==> src/rtl/parking_pkg.sv <==
// parking_pkg: shared state type, direction encoding and default timing for the parking gate controller.
package parking_pkg;
   typedef enum logic [1:0] {IDLE, SERVE, CLOSE} state_t;
   localparam logic DIR_IN  = 1'b1;
   localparam logic DIR_OUT = 1'b0;
   localparam int DEF_CAPACITY     = 7;
   localparam int DEF_OPEN_CYCLES  = 50_000_000;
   localparam int DEF_CLOSE_CYCLES = 5_000_000;
endpackage

==> src/rtl/parking_gate_ctrl_if.sv <==
// parking_gate_ctrl_if: lane requests, passage pulses and counter/barrier controls of the gate scheduler.
interface parking_gate_ctrl_if #(parameter int CNT_W = 3);
   logic             req_in, req_out, pass_in, pass_out;
   logic [CNT_W-1:0] count;
   logic             gate_open, grant_in, grant_out, cnt_en, cnt_up, full, err_unauth;
   modport master (
      output req_in, req_out, pass_in, pass_out, count,
      input  gate_open, grant_in, grant_out, cnt_en, cnt_up, full, err_unauth
   );
   modport slave (
      input  req_in, req_out, pass_in, pass_out, count,
      output gate_open, grant_in, grant_out, cnt_en, cnt_up, full, err_unauth
   );
endinterface

==> src/rtl/gate_timer.sv <==
// gate_timer: loadable down-counter that stops at zero and flags it.
module gate_timer #(
   parameter int TMR_W = 8
) (
   input  logic             clk,
   input  logic             reset,
   input  logic             load_i,
   input  logic [TMR_W-1:0] load_val_i,
   output logic             zero_o
);
   logic [TMR_W-1:0] cnt_q;
   always_ff @(posedge clk or negedge reset)
      if (!reset) cnt_q <= '0;
      else if (load_i) cnt_q <= load_val_i;
      else if (cnt_q != '0) cnt_q <= cnt_q - 1'b1;
   assign zero_o = cnt_q == '0;
endmodule

==> src/rtl/parking_gate_ctrl.sv <==
// parking_gate_ctrl: round-robin entry/exit arbitration for one barrier with capacity gating,
// open-window timeout, close guard time and occupancy counter control.
module parking_gate_ctrl
   import parking_pkg::*;
#(
   parameter int CNT_W        = 3,
   parameter int CAPACITY     = DEF_CAPACITY,
   parameter int OPEN_CYCLES  = DEF_OPEN_CYCLES,
   parameter int CLOSE_CYCLES = DEF_CLOSE_CYCLES,
   parameter int TMR_W        = $clog2((OPEN_CYCLES > CLOSE_CYCLES ? OPEN_CYCLES : CLOSE_CYCLES) + 1)
) (
   input logic                clk,
   input logic                reset,
   parking_gate_ctrl_if.slave bus
);
   localparam logic [CNT_W-1:0] CAP      = CNT_W'(CAPACITY);
   localparam logic [TMR_W-1:0] OPEN_LD  = TMR_W'(OPEN_CYCLES - 1);
   localparam logic [TMR_W-1:0] CLOSE_LD = TMR_W'(CLOSE_CYCLES - 1);
   state_t             state_q, state_d;
   logic               last_out_q, last_out_d;
   logic               gate_open_q, gate_open_d, grant_in_q, grant_in_d, grant_out_q, grant_out_d;
   logic               cnt_en_q, cnt_en_d, cnt_up_q, cnt_up_d, err_q, err_d;
   logic               elig_in, elig_out, serve_in, serve_out, match;
   logic               tmr_load, tmr_zero;
   logic [TMR_W-1:0]   tmr_val;
   gate_timer #(.TMR_W(TMR_W)) u_timer (
      .clk       (clk),
      .reset     (reset),
      .load_i    (tmr_load),
      .load_val_i(tmr_val),
      .zero_o    (tmr_zero)
   );
   // last_out_q doubles as the granted lane while in SERVE: 1 = exit
   always_comb begin
      elig_in   = bus.req_in && bus.count < CAP;
      elig_out  = bus.req_out && bus.count != '0;
      serve_in  = state_q == SERVE && !last_out_q;
      serve_out = state_q == SERVE && last_out_q;
      match     = (serve_in && bus.pass_in) || (serve_out && bus.pass_out);
      state_d    = state_q;
      last_out_d = last_out_q;
      tmr_load   = 1'b0;
      tmr_val    = CLOSE_LD;
      case (state_q)
         IDLE: if (elig_in || elig_out) begin
            state_d    = SERVE;
            last_out_d = (elig_in && elig_out) ? !last_out_q : elig_out;
            tmr_load   = 1'b1;
            tmr_val    = OPEN_LD;
         end
         SERVE: if (match || tmr_zero) begin
            state_d  = CLOSE;
            tmr_load = 1'b1;
         end
         CLOSE: if (tmr_zero) state_d = IDLE;
         default: state_d = IDLE;
      endcase
      gate_open_d = state_d == SERVE;
      grant_in_d  = state_d == SERVE && !last_out_d;
      grant_out_d = state_d == SERVE && last_out_d;
      cnt_en_d    = match;
      cnt_up_d    = match ? (serve_in ? DIR_IN : DIR_OUT) : cnt_up_q;
      err_d       = (bus.pass_in && !serve_in) || (bus.pass_out && !serve_out);
   end
   always_ff @(posedge clk or negedge reset)
      if (!reset) begin
         state_q     <= IDLE;
         last_out_q  <= 1'b1;
         gate_open_q <= 1'b0;
         grant_in_q  <= 1'b0;
         grant_out_q <= 1'b0;
         cnt_en_q    <= 1'b0;
         cnt_up_q    <= 1'b0;
         err_q       <= 1'b0;
      end else begin
         state_q     <= state_d;
         last_out_q  <= last_out_d;
         gate_open_q <= gate_open_d;
         grant_in_q  <= grant_in_d;
         grant_out_q <= grant_out_d;
         cnt_en_q    <= cnt_en_d;
         cnt_up_q    <= cnt_up_d;
         err_q       <= err_d;
      end
   assign bus.gate_open  = gate_open_q;
   assign bus.grant_in   = grant_in_q;
   assign bus.grant_out  = grant_out_q;
   assign bus.cnt_en     = cnt_en_q;
   assign bus.cnt_up     = cnt_up_q;
   assign bus.err_unauth = err_q;
   assign bus.full       = bus.count >= CAP;
endmodule

==> src/flat_wrapper.sv <==
// flat-port wrapper written by rule: the top's interface ports become plain ports
module parking_gate_ctrl_flat import parking_pkg::*;
#(
   parameter int CNT_W        = 3,
   parameter int CAPACITY     = DEF_CAPACITY,
   parameter int OPEN_CYCLES  = DEF_OPEN_CYCLES,
   parameter int CLOSE_CYCLES = DEF_CLOSE_CYCLES,
   parameter int TMR_W        = $clog2((OPEN_CYCLES > CLOSE_CYCLES ? OPEN_CYCLES : CLOSE_CYCLES) + 1)
)
  (clk, reset, bus_req_in, bus_req_out, bus_pass_in, bus_pass_out, bus_count, bus_gate_open, bus_grant_in, bus_grant_out, bus_cnt_en, bus_cnt_up, bus_full, bus_err_unauth);
  parking_gate_ctrl_if #(.CNT_W(CNT_W)) bus_i ();
  input logic clk;
  input logic reset;
  input wire logic [$bits(bus_i.req_in)-1:0] bus_req_in;
  input wire logic [$bits(bus_i.req_out)-1:0] bus_req_out;
  input wire logic [$bits(bus_i.pass_in)-1:0] bus_pass_in;
  input wire logic [$bits(bus_i.pass_out)-1:0] bus_pass_out;
  input wire logic [$bits(bus_i.count)-1:0] bus_count;
  output wire logic [$bits(bus_i.gate_open)-1:0] bus_gate_open;
  output wire logic [$bits(bus_i.grant_in)-1:0] bus_grant_in;
  output wire logic [$bits(bus_i.grant_out)-1:0] bus_grant_out;
  output wire logic [$bits(bus_i.cnt_en)-1:0] bus_cnt_en;
  output wire logic [$bits(bus_i.cnt_up)-1:0] bus_cnt_up;
  output wire logic [$bits(bus_i.full)-1:0] bus_full;
  output wire logic [$bits(bus_i.err_unauth)-1:0] bus_err_unauth;
  assign bus_i.req_in = bus_req_in;
  assign bus_i.req_out = bus_req_out;
  assign bus_i.pass_in = bus_pass_in;
  assign bus_i.pass_out = bus_pass_out;
  assign bus_i.count = bus_count;
  assign bus_gate_open = bus_i.gate_open;
  assign bus_grant_in = bus_i.grant_in;
  assign bus_grant_out = bus_i.grant_out;
  assign bus_cnt_en = bus_i.cnt_en;
  assign bus_cnt_up = bus_i.cnt_up;
  assign bus_full = bus_i.full;
  assign bus_err_unauth = bus_i.err_unauth;
  parking_gate_ctrl #(.CNT_W(CNT_W), .CAPACITY(CAPACITY), .OPEN_CYCLES(OPEN_CYCLES), .CLOSE_CYCLES(CLOSE_CYCLES), .TMR_W(TMR_W)) u_core (.clk(clk), .reset(reset), .bus(bus_i));
endmodule
==> config.mk <==
export PLATFORM = sky130hd
export DESIGN_NAME = parking_gate_ctrl_flat
export DESIGN_NICKNAME = d
export VERILOG_FILES = /design/src/rtl/parking_pkg.sv /design/src/rtl/parking_gate_ctrl_if.sv /design/src/rtl/gate_timer.sv /design/src/rtl/parking_gate_ctrl.sv /design/src/flat_wrapper.sv
export SDC_FILE = /design/constraint.sdc
export NUM_CORES = 1
export LEC_CHECK = 0
export BUFFER_PORTS_ARGS = -buffer_cell sky130_fd_sc_hd__buf_2
export CORE_MARGIN = 8
export CORE_UTILIZATION = 40
export CTS_CLUSTER_DIAMETER = 120
export DETAILED_ROUTE_END_ITERATION = 6
export PLACE_DENSITY_LB_ADDON = 0.2
export SYNTH_ARGS = -nofsm -noshare
export SYNTH_HDL_FRONTEND = slang
export SYNTH_SLANG_ARGS = --single-unit
==> constraint.sdc <==
create_clock -name clk -period 3 [get_ports clk]
set_input_delay 0.3 -clock clk [delete_from_list [all_inputs] [get_ports clk]]
set_output_delay 0.3 -clock clk [all_outputs]
set_load 0.03 [all_outputs]
Word level (Yosys, flattened, before mapping)
Index checks and enable logic that the tools add are counted.
Widths: inputs -> output; s select.
- register bits after elaboration: 35
- RAM bits: 0
- bits of input ports: 9
- word-level logic and storage cells: 54
- output and inout bits: 7
- latch bits: 0
- memory bits (read-only): 0
- memories kept: 0
- muxes and demuxes: 15
- reduce and logical (&&, ||, !) cells: 24
- eq/ne operators: 3
- add/subtract/negate cells: 1
- bitwise logic cells: 0
- multiply operators: 0
- shift operators: 0
- div/mod/pow operators: 0
- magnitude comparators: 2
- operator list (operator ; count):
    $mux 26 ; 4
    $logic_not 26->1 ; 1
    $reduce_bool 26->1 ; 1
    $sub 26x1->26 const B ; 1
    $logic_and 1x1->1 ; 11
    $mux 1 ; 6
    $mux 2 ; 3
    $pmux 2 s3 ; 1
    $eq 2x1->1 const B ; 2
    $logic_not 1->1 ; 4
    $logic_or 1x1->1 ; 4
    $ge 3x3->1 const B ; 1
    $lt 3x3->1 const B ; 1
    $reduce_bool 3->1 ; 1
    $eq 2x2->1 const B ; 1
    $logic_not 2->1 ; 1
    $pmux 1 s2 ; 1
    $reduce_bool 2->1 ; 1

Depth between registers and ports, before layout
Gate-level depths: netlist (run 1).
- depth after elaboration: 9
- mapped depth: 9
- gate-level depth less buffers: 7

Hierarchy
From an unflattened synthesis (run 1), not the netlist that was laid out.
- cells, all modules: 212
- area, all modules: 1993.2 um^2
- by module, submodules not included (module ; area an instance (um^2) ; sequential area each (um^2) ; instances ; cells each):
    gate_timer ; 1535.2 ; 650.6 ; 1 ; 171
    parking_gate_ctrl ; 457.9 ; 226.5 ; 1 ; 41

Least setup slack after synthesis (run 1)
OpenSTA, ideal clock, no wires.
- path type: flip-flop to flip-flop
- start point: reg u_core.u_timer.cnt_q[0]
- end point: reg u_core.u_timer.cnt_q[23]
- arrival time: 1.974 ns
- buffers on the path: 2
- slack: 0.900 ns
- cell stages (with the launch flop): 10
- setup time: 0.126 ns
- clock period less this slack: 2.100 ns
- cells stage by stage: dfrtp_1 > inv_1 > ha_1 > nor4b_1 > and3_1 > buf_4 > a31o_4 > buf_4 > nor3_1 > a311o_1
- cells in the longest elaborated chain, start to end: 5
- elaborated cells on any way between the ends: 9
- RTL lines (item ; line ; RTL):
    start: declaration ; gate_timer.sv:11 ; logic [TMR_W-1:0] cnt_q;
    start signal: assignment ; gate_timer.sv:14 ; else if (load_i) cnt_q <= load_val_i;
    start signal: assignment ; gate_timer.sv:15 ; else if (cnt_q != '0) cnt_q <= cnt_q - 1'b1;
    parallel branches: the longest is 5 deep, another holds $sub 26x1->26 ; -- ;
Several ways; the timed one is not identified. The select of a mux whose other input is x is not followed.
A chain may end at the register's enable or synchronous reset.

Worst setup path after layout (run 1)
Ends and elaborated chain as after synthesis.

==> results of run 1 <==
## cell type report
| class | count | area (um^2) |
|---|---|---|
| Inverter | 4 | 15.0 |
| Clock inverter | 3 | 67.6 |
| Sequential cell | 35 | 877 |
| Fill cell | 441 | 2500 |
| Clock buffer | 5 | 68.8 |
| Tap cell | 54 | 67.6 |
| Timing Repair Buffer | 17 | 90.1 |
| Multi-Input combinational cell | 152 | 975 |
## metrics by stage
stage / hold slack [ps] / setup slack (ps) / utilization / instances
global placement: 431 / 669 / 0.434 / 262
floorplan: 4.41 / 900 / - / 198
CTS: 110 / 574 / 0.464 / 270
detailed placement: 431 / 597 / 0.434 / 262
global route: 148 / 335 / 0.464 / 270
finish: 82.9 / 581 / 0.464 / 270
## layer usage
layer,routed length [um],vias up
met3,196,11
met2,1930,34
met5,0,-
met4,113,0
met1,2070,718
li1,-,771
## logic make-up (layout without fill, tap and decap cells)
group / Yosys count / count (layout)
AND/OR/NAND/NOR: 86 / 86
AO/OA/AOI/OAI: 47 / 47
flip-flops: 35 / 35
XOR/XNOR: 15 / 15
buffers and inverters: 11 / 29
multiplexers: 3 / 3
adder cells (fa/ha/maj): 1 / 1
## layout by cell type (no fill, tap or decap), drive strengths merged, types with 3 or more instances in the layout
master / n
nand3: 7
o211ai: 3
dfrtp: 34
clkbuf: 5
buf: 17
nand2: 14
or3: 3
xnor2: 7
nor3: 13
nor2: 20
inv: 4
and3: 3
xor2: 8
o21ai: 18
or4: 3
o31ai: 3
nand4: 4
nor4: 8
a21oi: 11
## power breakdown
part           total [mW]  switching, mW  internal [mW]  leakage (nW)
sequential          0.806          0.163          0.643         0.391
combinational       0.689          0.422          0.266         0.347
clock               0.507          0.176          0.331        0.0644
## critical path, cell delays in order (launching register included)
cell     delay (ps)
dfrtp_1         410
inv_1            80
ha_1            210
nor4b_1         400
and3_1          390
a31o_4          320
nand2_1         140
a311o_1         360
## worst min-delay path by stage
stage / endpoint / slack (ps) / cells past startpoint
6_report: u_core.u_timer.cnt_q[6] / 80 / 1
4_1_cts: u_core.bus.err_unauth / 110 / 1
2_1_floorplan: u_core.bus.cnt_en / 4 / 0
5_1_grt: u_core.bus.err_unauth / 150 / 1
3_3_place_gp: u_core.u_timer.cnt_q[6] / 430 / 1
3_5_place_dp: u_core.u_timer.cnt_q[6] / 430 / 1
## synthesized netlist by cell type (all sizes together)
| master | number | share of area |
|---|---|---|
| dfrtp | 34 | 0.45 |
| ha | 1 | 0.0066 |
| and2 | 2 | 0.0066 |
| nor3 | 13 | 0.037 |
| nor2b | 2 | 0.0066 |
| buf | 3 | 0.014 |
| nor4 | 8 | 0.039 |
| or4b | 2 | 0.010 |
| o41ai | 2 | 0.0092 |
| o31ai | 3 | 0.012 |
| mux2 | 1 | 0.0059 |
| nor2 | 20 | 0.039 |
| a41oi | 1 | 0.0046 |
| nand2 | 14 | 0.028 |
| a311o | 1 | 0.0052 |
| o221a | 1 | 0.0059 |
| xnor2 | 7 | 0.032 |
| inv | 4 | 0.0079 |
| or4 | 3 | 0.012 |
| o31a | 1 | 0.0046 |
| or2 | 1 | 0.0033 |
| a2111oi | 1 | 0.0079 |
| and3 | 3 | 0.0098 |
| mux2i | 2 | 0.010 |
| xor2 | 8 | 0.037 |
| a21oi | 11 | 0.029 |
| a311oi | 1 | 0.0046 |
| and4 | 2 | 0.0092 |
| nor4b | 1 | 0.0046 |
| o21ai | 18 | 0.049 |
| o211ai | 3 | 0.012 |
| nand4 | 4 | 0.013 |
| a31oi | 2 | 0.0066 |
| a31o | 1 | 0.0092 |
| clkbuf | 4 | 0.0079 |
| nand3 | 7 | 0.018 |
| dfstp | 1 | 0.014 |
| nand2b | 1 | 0.0033 |
| or3 | 3 | 0.015 |
| o221ai | 1 | 0.0046 |
## sequential cells by signal, indices dropped and copies added (netlist names)
register	count
u_core.u_timer.cnt_q	26
u_core.state_q	2
u_core.bus.cnt_en	1
u_core.bus.cnt_up	1
u_core.bus.err_unauth	1
u_core.bus.gate_open	1
u_core.bus.grant_in	1
u_core.bus.grant_out	1
u_core.last_out_q	1
==> qor.txt, run 1 <==
run status - finished, final reports clean
H-tree depth - 2
HPWL Detailed - 3090 um
clock sinks - 35
Final Max Slew Viols - 0
port bufs - 15
GRT busiest layer - met2
met1 usage - 0.173
end point of the critical path - u_core.u_timer.cnt_q[23]
Mapped Area - 1910 um^2
Post-DRT Antenna Nets - 0
met3 Use GR - 0.0367
worst hold-check path type - input port to async pin
mux share of post-synthesis cell area - 0.0164
clk buf depth - 2
post-synthesis compound-gate area fraction - 0.164
register area share after synthesis - 0.460
Core Box Area - 4660 um^2
Vias per Instance - 5.68
hold buffers post-CTS - 0
Post-Synth Simple-Gate Area - 0.255
GP Congestion - 0.898
Arr. time, crit path - 2600 ps
Slew @ Worst Pin - 770 ps
Worst-Skew Late Latency - 290 ps
post-route cell area - 2160 um^2
total power draw - 2.00 mW
Max-cap violations - 0
final hold vios - 0
CTS tree - done
Setup Viol. Count Final - 0
root buf cell - clkbuf_8
CP endpoint kind - flop
RSZ-0062 raised after global routing - no
routing usage on met2 - 0.184
critical path data required time - 3180 ps
fin crit period - 2420 ps
Initial Util - 0.409
largest net degree at the start of global routing - 36
Lkg Pwr - 0.802 nW
Post-Route WL - 4310 um
r2r startpoint - u_core.u_timer.cnt_q[0]
Power Dens Cells - 926 nW/um^2
Post-CTS Setup Bufs - 0
critical path startpoint category - flop
Yosys warning count - 0
Netlist cell types - 46
Die W - 85.1 um
setup tns final - 0 ps
fmax - 413 MHz
Clock Skews - 7.55 ps
peak supply drop - 530 uV
syn_area_per_cell - 9.64 um^2
CTS Buf Count - 5
Synth Area in XOR/XNOR - 0.0689
Nets - 225
Post-Syn Instances - 198
die area - 7240 um^2
placed cell area - 2020 um^2
global-route wire length before repair - 7420 um
global route overflow - 0
drt pass-1 iters - 4
FF-to-FF setup slack - 580 ps
vias in the first global route - 1484
syn_nets - 208
main combinational cell family by area after synthesis - simple AND/OR/NAND/NOR gates
CTS-repair resized insts - 0
row cnt - 25
Die Ht - 85.1 um
Critical R2R Capture - u_core.u_timer.cnt_q[23]
Slew HR - 0.487
Routed wire per std cell - 16.0 um
initial DRC count - 126
Adder-Cell Fraction of Synth Area - 0.00656
Worst Path Class, Setup - flop to flop
io pins - 16
number of diodes - 0
R2R cell count - 7
routed vias - 1534
drc violations - 0
initial antenna violation count - 0
Critical Path Fanout Max - 13
Worst-path clk slew - 70 ps
final worst-path cycle share - 0.806
Worst Setup SP - u_core.u_timer.cnt_q[0]
Total GRT Usage - 0.129
area growth from synthesis to layout - 13.2%
share of layout cells above drive strength 1 - 0.181
number of synthesized register bits - 35
Power figures use the tool's default switching activity.
==> run 2, diff against run 1 <==
==> constraint.sdc (replaced) <==
create_clock -name clk -period 2.29 [get_ports clk]
set_input_delay 0.229 -clock clk [delete_from_list [all_inputs] [get_ports clk]]
set_output_delay 0.229 -clock clk [all_outputs]
set_load 0.03 [all_outputs]
==> qor.txt, run 2 (same netlist as run 1, synthesis figures left out) <==
Post-DRT Antenna Nets - 0 (unchanged)
setup tns final - 0 ps (unchanged)
drc violations - 0 (unchanged)
Worst-Skew Late Latency - 290 ps (about the same)
Post-CTS Setup Bufs - 0 (unchanged)
final worst-path cycle share - 0.941 (+0.135)
Total GRT Usage - 0.135 (+0.00579)
Lkg Pwr - 0.873 nW (+8.8%)
clk buf depth - 2 (unchanged)
met3 Use GR - 0.0367 (unchanged)
Arr. time, crit path - 2340 ps (-260 ps)
global-route wire length before repair - 7720 um (+4.0%)
Vias per Instance - 5.60 (-1.4%)
initial antenna violation count - 0 (unchanged)
Nets - 240 (+6.7%)
largest net degree at the start of global routing - 36 (unchanged)
die area - 7240 um^2 (unchanged)
Worst-path clk slew - 80 ps (about the same)
switching share of power - 0.397 (+0.0173)
Largest register FFs - 26 (unchanged)
worst hold-check path type - input port to async pin
Die W - 85.1 um (unchanged)
CP endpoint kind - flop
Initial Util - 0.409 (unchanged)
GRT busiest layer - met2
run status - finished, final reports clean
row cnt - 25 (unchanged)
Sw Pwr - 1.05 mW (+38%)
global route overflow - 0 (unchanged)
routed vias - 1597 (+4.1%)
clock sinks - 35 (unchanged)
Final Max Slew Viols - 0 (unchanged)
r2r startpoint - u_core.u_timer.cnt_q[14]
internal power - 1.59 mW (+28%)
GP Congestion - 0.848 (-5.5%)
Die Ht - 85.1 um (unchanged)
Slew HR - 0.482 (-0.00465)
CTS tree - done
Clock Skews - 6.42 ps (-1.13 ps)
Max-cap violations - 0 (unchanged)
Worst Path Class, Setup - flop to flop
port bufs - 15 (unchanged)
area growth from synthesis to layout - 18.7%
most frequent cells in the layout - dfrtp_1, nor2_1, buf_4
Reg power frac - 0.401 (-0.002)
initial DRC count - 65 (-48%)
Slew @ Worst Pin - 777 ps (+6.97 ps)
Clock Power Share - 0.213 (-0.040)
vias in the first global route - 1527 (+2.9%)
Power Dens Cells - 1170 nW/um^2 (+26%)
share of layout cells above drive strength 1 - 0.238 (+0.0575)
CTS Buf Count - 5 (unchanged)
peak supply drop - 708 uV (+34%)
number of diodes - 0 (unchanged)
io pins - 16 (unchanged)
hold slack final - 11.3 ps (-71.6 ps)
HPWL Detailed - 3280 um (+6.1%)
Core Box Area - 4660 um^2 (unchanged)
fin crit period - 2150 ps (-264 ps)
fmax - 464 MHz (+12%)
RSZ-0062 raised after global routing - no
Fillers - 446 (+1.1%)
fin util - 0.486 (+0.0223)
root buf cell - clkbuf_8
Critical Path Fanout Max - 13 (unchanged)
Post-Route WL - 4600 um (+6.7%)
final hold vios - 0 (unchanged)
routing usage on met2 - 0.197 (+0.0128)
Regs by FF count - u_core.u_timer.cnt_q x26, u_core.state_q x2
commonest non-fill, non-tap cell in the layout - dfrtp_1
FF-to-FF setup slack - 140 ps (-450 ps)
critical path data required time - 2470 ps (-710 ps)
H-tree depth - 2 (unchanged)
Biggest register - u_core.u_timer.cnt_q
R2R cell count - 5 (-2)
Critical R2R Capture - u_core.u_timer.cnt_q[20]
power share of the combinational group - 0.386 (+0.042)
Setup Viol. Count Final - 0 (unchanged)
drt pass-1 iters - 4 (unchanged)
met1 usage - 0.182 (+0.00963)
critical path startpoint category - flop
Routed wire per std cell - 16.1 um (+1.1%)
-- run 2: how the worst max path moves through the flow --
stage	startpoint	to	depth (start not counted)
floorplan	u_core.u_timer.cnt_q[0]	u_core.u_timer.cnt_q[23]	9
global placement	u_core.u_timer.cnt_q[14]	u_core.u_timer.cnt_q[20]	5
detailed placement	u_core.u_timer.cnt_q[1]	u_core.u_timer.cnt_q[7]	8
CTS	u_core.u_timer.cnt_q[1]	u_core.u_timer.cnt_q[7]	8
global route	u_core.u_timer.cnt_q[1]	u_core.u_timer.cnt_q[7]	8
finish	u_core.u_timer.cnt_q[14]	u_core.u_timer.cnt_q[20]	5
-- run 2: per-stage QoR --
| step | setup WS, ps | cells | instance area (um^2) | power [mW] |
|---|---|---|---|---|
| 6_report | 136 | 285 | 2260 | 2.64 |
| 4_1_cts | 85.1 | 285 | 2250 | 2.65 |
| 2_1_floorplan | 190 | 198 | 1910 | 1.69 |
| 3_3_place_gp | 125 | 277 | 2140 | 2.08 |
| 5_1_grt | 16.8 | 285 | 2260 | 2.83 |
| 3_5_place_dp | 120 | 277 | 2140 | 2.08 |
-- run 2: worst max-delay path, stage by stage, from the launching register on --
cell and delay (ps):
dfrtp_1 410, or3_4 420, or3_4 430, or4_1 530, xor2_1 180, o21ai_2 60
-- run 2: repair_timing --
| item | 4_1_cts | 5_1_grt |
|---|---|---|
| hold buffers | 0 | 0 |
| resized for setup | 0 | 2 |
| setup endpoints to repair | 0 | 20 |
-- run 2: layout make-up --
type	count	area, um^2	share of cell area
clock buffers	5	68.8	0.0304
inverters	4	15.0	0.00663
well taps	54	67.6	0.0298
flip-flops and latches	35	877	0.387
repair buffers	32	203	0.0895
clock inverters	3	43.8	0.0193
multi-input cells	152	990	0.437
-- run 2: power groups by stage --
stage                     clock network, mW  registers, mW  logic, mW
after floorplan                           0           1.11      0.578
after global placement                    0           1.06       1.01
after detailed placement                  0           1.06       1.02
after CTS                             0.579           1.05       1.02
after global routing                  0.609           1.09       1.13
final                                 0.562           1.06       1.02
-- run 2: routing by layer --
metal  part of all wire  vias to the layer above  routed length [um]
met4              0.020                        0                  93
met5                  0                        -                   0
met3              0.036                       10                 167
li1                   -                      802                   -
met2               0.44                       33                2010
met1               0.51                      752                2330
